===== src/rtl/corevx_storegen.sv =====
// corevx_storegen: store request decode, word-aligned bus write and completion report.
// Accepts one store in IDLE, rejects unknown/misaligned stores locally, otherwise
// issues a single valid/ready write and waits for the bus response.
module corevx_storegen (
  input  logic        clk,
  input  logic        rst,
  input  logic        req_valid,
  output logic        req_ready,
  input  logic [2:0]  req_type,
  input  logic [31:0] req_addr,
  input  logic [31:0] req_data,
  output logic        m_valid,
  input  logic        m_ready,
  output logic [31:0] m_addr,
  output logic [31:0] m_wdata,
  output logic [3:0]  m_wstrb,
  input  logic        m_resp_valid,
  input  logic        m_resp_error,
  output logic        done_valid,
  output logic        done_missaligned,
  output logic        done_unknown_type,
  output logic        done_access_fault
);

  localparam int unsigned AW = 32;
  localparam int unsigned DW = 32;
  localparam int unsigned SW = DW / 8;

  typedef enum logic [1:0] {
    S_IDLE     = 2'd0,
    S_BUS_REQ  = 2'd1,
    S_BUS_RESP = 2'd2,
    S_ERR      = 2'd3
  } state_t;

  state_t          r_state;
  logic            r_m_valid;
  logic [AW-1:0]   r_m_addr;
  logic [DW-1:0]   r_m_wdata;
  logic [SW-1:0]   r_m_wstrb;
  logic            r_done_valid;
  logic            r_done_mis;
  logic            r_done_unk;
  logic            r_done_fault;

  logic [1:0]      w_off;
  logic            w_unknown;
  logic            w_misaligned;
  logic [SW-1:0]   w_strb;
  logic [DW-1:0]   w_wdata;

  assign w_off = req_addr[1:0];

  // Decode the incoming request into error flags and bus write fields.
  always_comb begin
    w_unknown    = 1'b0;
    w_misaligned = 1'b0;
    w_strb       = '0;
    w_wdata      = '0;
    case (req_type)
      3'b000: begin
        w_strb  = SW'(4'b0001 << w_off);
        w_wdata = {4{req_data[7:0]}};
      end
      3'b001: begin
        w_misaligned = req_addr[0];
        w_strb       = SW'(4'b0011 << w_off);
        w_wdata      = {2{req_data[15:0]}};
      end
      3'b010: begin
        w_misaligned = |req_addr[1:0];
        w_strb       = 4'b1111;
        w_wdata      = req_data;
      end
      default: begin
        // Unknown type wins over misalignment, so misaligned stays 0 here.
        w_unknown = 1'b1;
      end
    endcase
  end

  // Control FSM with registered bus and completion outputs.
  always_ff @(posedge clk) begin
    if (rst) begin
      r_state      <= S_IDLE;
      r_m_valid    <= 1'b0;
      r_m_addr     <= '0;
      r_m_wdata    <= '0;
      r_m_wstrb    <= '0;
      r_done_valid <= 1'b0;
      r_done_mis   <= 1'b0;
      r_done_unk   <= 1'b0;
      r_done_fault <= 1'b0;
    end else begin
      // Completion is a single-cycle pulse; flags are only meaningful with it.
      r_done_valid <= 1'b0;
      r_done_mis   <= 1'b0;
      r_done_unk   <= 1'b0;
      r_done_fault <= 1'b0;
      case (r_state)
        S_IDLE: begin
          if (req_valid) begin
            if (w_unknown || w_misaligned) begin
              r_state      <= S_ERR;
              r_done_valid <= 1'b1;
              r_done_unk   <= w_unknown;
              r_done_mis   <= w_misaligned;
            end else begin
              r_state   <= S_BUS_REQ;
              r_m_valid <= 1'b1;
              r_m_addr  <= {req_addr[AW-1:2], 2'b00};
              r_m_wdata <= w_wdata;
              r_m_wstrb <= w_strb;
            end
          end
        end
        S_BUS_REQ: begin
          if (m_ready) begin
            r_m_valid <= 1'b0;
            r_state   <= S_BUS_RESP;
          end
        end
        S_BUS_RESP: begin
          if (m_resp_valid) begin
            r_done_valid <= 1'b1;
            r_done_fault <= m_resp_error;
            r_state      <= S_IDLE;
          end
        end
        S_ERR: begin
          r_state <= S_IDLE;
        end
        default: begin
          r_state <= S_IDLE;
        end
      endcase
    end
  end

  assign req_ready         = (r_state == S_IDLE);
  assign m_valid           = r_m_valid;
  assign m_addr            = r_m_addr;
  assign m_wdata           = r_m_wdata;
  assign m_wstrb           = r_m_wstrb;
  assign done_valid        = r_done_valid;
  assign done_missaligned  = r_done_mis;
  assign done_unknown_type = r_done_unk;
  assign done_access_fault = r_done_fault;

endmodule


===== config.mk =====
export PLATFORM = sky130hd
export DESIGN_NAME = corevx_storegen
export DESIGN_NICKNAME = d
export VERILOG_FILES = /design/src/rtl/corevx_storegen.sv
export SDC_FILE = /design/constraint.sdc
export NUM_CORES = 1
export LEC_CHECK = 0
export BUFFER_PORTS_ARGS = -buffer_cell sky130_fd_sc_hd__buf_2
export CORE_AREA = 2 2 97 99
export DETAILED_ROUTE_END_ITERATION = 16
export DIE_AREA = 0 0 99 101
export GPL_ROUTABILITY_DRIVEN = 0
export PLACE_DENSITY = 0.81
export SLEW_MARGIN = 20
export SYNTH_ARGS = -nofsm -noshare
export SYNTH_HDL_FRONTEND = slang
export SYNTH_SLANG_ARGS = --single-unit
export TNS_END_PERCENT = 20

===== constraint.sdc =====
create_clock -name clk -period 5.8 [get_ports clk]
set_input_delay 1.74 -clock clk [delete_from_list [all_inputs] [get_ports clk]]
set_output_delay 1.74 -clock clk [all_outputs]
set_load 0.01 [all_outputs]

======== Word-level counts from Yosys, hierarchy flattened ========
Cells that the tools add are included.
word-level totals
  memory bits (writable) .................. 0
  word-level logic and storage cells ...... 53
  bits in read-only memories .............. 0
  register bits after elaboration ......... 73
  bits in latches ......................... 0
  output and inout bits ................... 74
  memories ................................ 0
operators by class
  add/subtract/negate cells ............... 0
  reductions and logical operators ........ 11
  multiply operators ...................... 0
  bitwise logic cells ..................... 5
  order comparisons ....................... 0
  shift-type cells ........................ 2
  divide/modulo/power cells ............... 0
  eq/ne operators ......................... 9
  mux-type cells .......................... 17
operators by type and width
  cell                                                               count
  32-bit one-hot mux with 3 select lines                             1
  4-bit one-hot mux with 3 select lines                              1
  2-bit 2-to-1 mux                                                   4
  2-bit != test, second input constant                               4
  2-bit one-hot mux with 4 select lines                              1
  1-bit 2-to-1 mux                                                   7
  1-bit one-hot mux with 2 select lines                              3
  3-bit AND reduction                                                2
  3-bit OR reduction                                                 2
  1-bit NOT                                                          5
  2-bit == test, second input constant                               2
  4-bit AND reduction                                                1
  4-bit OR reduction                                                 1
  1-bit by 2-bit << shifter with 4-bit output, first input constant  1
  2-bit by 2-bit << shifter with 4-bit output, first input constant  1
  3-bit by 1-bit == test with 1-bit output, second input constant    1
  3-bit by 2-bit == test with 1-bit output, second input constant    1
  3-bit logical NOT                                                  1
  2-bit by 1-bit == test with 1-bit output, second input constant    1
  2-bit logical NOT                                                  1
  2-bit nonzero test                                                 1
  2-bit OR reduction                                                 1
  1-bit logical OR                                                   1

======== Logic depth before layout (Yosys ltp) ========
  depth in word-level cells ............... 7
  mapped depth ............................ 6
  depth with buffers taken out ............ 3

======== Least setup slack after synthesis ========
Ideal clock, no wire load.
  path type ............................... input -> register
  start ................................... in req_addr[0]
  end ..................................... reg r_m_wdata[10] (netlist: m_wdata[10])
  arrival ................................. 3.063 ns
  setup time .............................. 0.073 ns
  stages on the path ...................... 6
  path slack .............................. 2.663 ns
  cells stage by stage .................... buf_2 -> or4_4 -> a211o_1 -> buf_6 -> buf_6 -> o211ai_2
on the way
  cells in the longest elaborated chain, start to end .. 5
RTL lines
  what                                       RTL line  source
  start: declaration                         10        input logic [31:0] req_addr,
  2-bit OR reduction                         71        w_misaligned = |req_addr[1:0];
  1-bit one-hot mux with 2 select lines (*)  60        case (req_type)
  1-bit logical OR (*)                       103       if (w_unknown || w_misaligned) begin
  1-bit NOT (no line) (*)                    -
  3-bit AND reduction (no line) (*)          -
  end signal: assignment                     112       r_m_wdata <= w_wdata;
  end: declaration                           39        logic [DW-1:0] r_m_wdata;
Every way passes the cells marked *; elsewhere a longest branch is shown, timed or not.
A chain may end at the register's enable or synchronous reset.

======== Final worst setup path ========
  start ................................... in req_type[0]
  end ..................................... reg r_m_addr[9] (netlist: m_addr[9])
on the way
  cells in the longest elaborated chain, start to end .. 6
  elaborated cells on any way between the ends .. 9
  those cells by class .................... eq/ne (2); mux (2); bitwise (1); reduce/logical (4)
RTL lines
  what                                                                    RTL line  source
  start: declaration                                                      9         input logic [2:0] req_type,
  3-bit by 2-bit == test with 1-bit output, or another cell as far along  60
  3-bit OR reduction (no line)                                            -
  1-bit 2-to-1 mux                                                        60
  1-bit logical OR (*)                                                    103
  1-bit NOT (no line) (*)                                                 -
  3-bit AND reduction (no line) (*)                                       -
  end signal: assignment                                                  111       r_m_addr <= {req_addr[AW-1:2], 2'b00};
  end: declaration                                                        38        logic [AW-1:0] r_m_addr;
Marks and branches as above.

==> results.yml <==
outcome:
  outcome: "finished, final reports clean"
global_routing:
  grt_use_total: 0.188
  grt_pass1_wl_mm: 15.2
  antenna_found_initial: 0
  grt_overflow: 0
  grt_max_degree: 114
  grt_pass1_vias: 3138
pwr:
  p_sw_frac: 0.282
  p_switching_w: 0.000310
  power_frac_comb: 0.167
  power.internal_w: 0.000789
  seq_power_share: 0.488
  leakage_nw: 2.09
  ir_drop_mv: 0.118
  p_clk_frac: 0.346
  cellPowerDensity_nw_per_um2: 236
timing:
  final.setup.tns_ns: 0
  worstMarginPinSlew_ns: 0.829
  setup_violations: 0
  rsz0062_at_grt: "false"
  whs_ns: 0.473
  hold_viol_final: 0
  fin_skew_ns: 0.0107
  min_period_ns: 3.75
  fmax_ghz: 0.266
  slew_viol_final: 0
  timing.final.crit_share: 0.647
  slew-limit-headroom: 0.447
cts:
  ctsResizeCount: 0
  cts_root_buf: "clkbuf_8"
  htreeDepth: 3
  clock_latency_ns: 0.34
  cts_sinks: 73
  ctsHoldBuffers: 0
  clk_pin_slew_worst_paths_ns: 0.08
  post_cts_buffers: 0
  clock_path_buffers: 2
  cts_tree: "built"
  numCtsBuffers: 9
yosys:
  ys_seq_area_frac: 0.388
  synth-edff-count: 0
  yosysTopAreaCell: "dfxtp_1"
  synth.area.top_cells: "dfxtp_1 39%, nand2b_1 14%, mux2i_1 13%"
  synth_most_common_cell: "nand2b_1"
  async_reset_ff_frac: 0
  synthFlopType: "dfxtp_1"
  syn-cell-area_sq_um: 3770
  syn-instance-count: 405
  synth-seq-cells: 73
  syn_area_per_cell_sq_um: 9.31
  yosysUniqueCellTypes: 38
  netlist_top_cells_count: "87 x nand2b_1, 73 x dfxtp_1, 49 x mux2i_1"
  synth_warnings: 0
  netlist.area_leader.share: 0.388
critical_path:
  rr_endpoint: "m_addr[9]"
  worstPathMaxFanout: 27
  path_cells: "buf_2 > or4_4 > a21oi_4 > buf_4 > mux2i_1"
  critPathLaunchType: "input port"
  worst_ep_required_time_ns: 6.06
  crit_type: "in2reg"
  path_delay_family: "buffers and inverters"
  arrival_ns: 4.01
  worstReg2RegStart: "r_state[0]"
  critPathSlowestCell: "or4_4"
  rrSetupSlack_ns: 3.32
  startpoint: "req_type[0]"
  reg2regPathDepth: 4
  critPathBufInv: 2
  crit_path_end_kind: "register"
  slowest_delay_ns: 0.73
die:
  ioPinCount: 147
  die_w_um: 99
  die_area_sq_um: 10000
  coreArea_sq_um: 8980
  die_h_um: 101
  rows: 35
  initial_core_util: 0.420
flow_run:
  cap_violations: 0
min_path:
  hp-start: "m_valid"
  hold-path-cell-count: 2
  hold_path_class: "reg2reg"
  hold_end: "m_valid"
route:
  firstDrtPassIters: 5
  ant_nets: 0
  num_vias: 3321
  drt_wl_total_mm: 9.59
  drtIter0Drc: 91
  drc: 0
  post_drt_wl_per_cell_um: 14.9
  viasPerCell: 5.17
layout:
  final_nets: 599
  drive_gt1_frac: 0.350
  area_growth_pct: 23.5
  final_util: 0.519
  fillers: 858
  num_antenna_cells: 0
  postLayoutCellArea_sq_um: 4660
  finalNonFillerCells: 642
placed_design:
  postPlaceCellArea_sq_um: 4470
  dp_hpwl_mm: 6.84
  numPortBuffers: 144
  place_inst: 626
area by class of cell:
cell class / count / area [sq um] / area share
Clock inverter: 5 / 37.5 / 0.00806
Inverter: 2 / 7.51 / 0.00161
Tap cell: 111 / 139 / 0.0298
Multi-Input combinational cell: 293 / 2120 / 0.454
Clock buffer: 11 / 151 / 0.0325
Sequential cell: 73 / 1460 / 0.314
Timing Repair Buffer: 147 / 743 / 0.160
cells by family (layout without fill, tap and decap cells):
family          count (synthesis)  after routing  synth area share
buf+inv                        40            165            0.0541
other cells                     1              2          0.000995
simple gates                  174            174             0.277
compound gates                 59             59             0.124
xor+xnor                        1              1           0.00232
flops                          73             73             0.388
mux                            57             57             0.154
worst max-delay path by stage:
stage	end	slack [ns]	cells past startpoint
final	m_addr[9]	2.05	5
after global routing	m_addr[15]	1.92	5
after CTS	m_addr[10]	2.09	5
after detailed placement	m_addr[15]	1.72	5
after global placement	m_addr[3]	1.78	5
after floorplan	m_wdata[10]	2.66	6
state kept, by name, summed over array words and instances, names as in the netlist:
register and flops:
done_access_fault 1, done_missaligned 1, done_unknown_type 1, done_valid 1, m_addr 30, m_valid 1
m_wdata 32, m_wstrb 4, r_state 2
routing by layer:
layer,vias to the layer above,track usage,share of wire
li1,1634,-,-
met1,1529,0.249,0.45
met2,140,0.301,0.46
met3,18,0.0395,0.073
met4,0,0.0706,0.015
met5,-,0,0
cells in the final DEF (no fill, tap or decap), types with 3 or more instances in the layout:
cell      netlist  layout
nand3_1        19      19
o211ai_2       10      10
and3b_1         8       8
buf_2           4     144
dfxtp_1        73      73
mux2_2          8       8
nand2b_1       87      87
nand2_1        19      19
o21ai_0        12      12
mux2i_1        49      49
clkbuf_8        0      11
nor3_1          3       3
buf_4           3       3
o211ai_1        7       7
nor2_1          4       4
a22oi_1        15      15
nor2b_1        26      26
power groups by stage:
stage                     sequential, W  clock, W  combinational [W]
after floorplan                0.000555         0           0.000110
after global placement         0.000547         0           0.000180
after detailed placement       0.000548         0           0.000184
after CTS                      0.000536  0.000394           0.000184
after global routing           0.000539  0.000416           0.000202
final                          0.000536  0.000380           0.000183
worst min-delay path, cell delays in order, from the launching register on:
cell	delay, ns
dfxtp_1	0.32
nand2_1	0.05
a21oi_1	0.06
through the flow:
stage	total power (W)	setup WS [ns]
5_1_grt	0.00116	1.92
4_1_cts	0.00111	2.09
3_3_place_gp	0.000727	1.78
2_1_floorplan	0.000665	2.66
3_5_place_dp	0.000731	1.72
6_report	0.00110	2.05
Note: power is estimated with default switching activity, not from simulation.
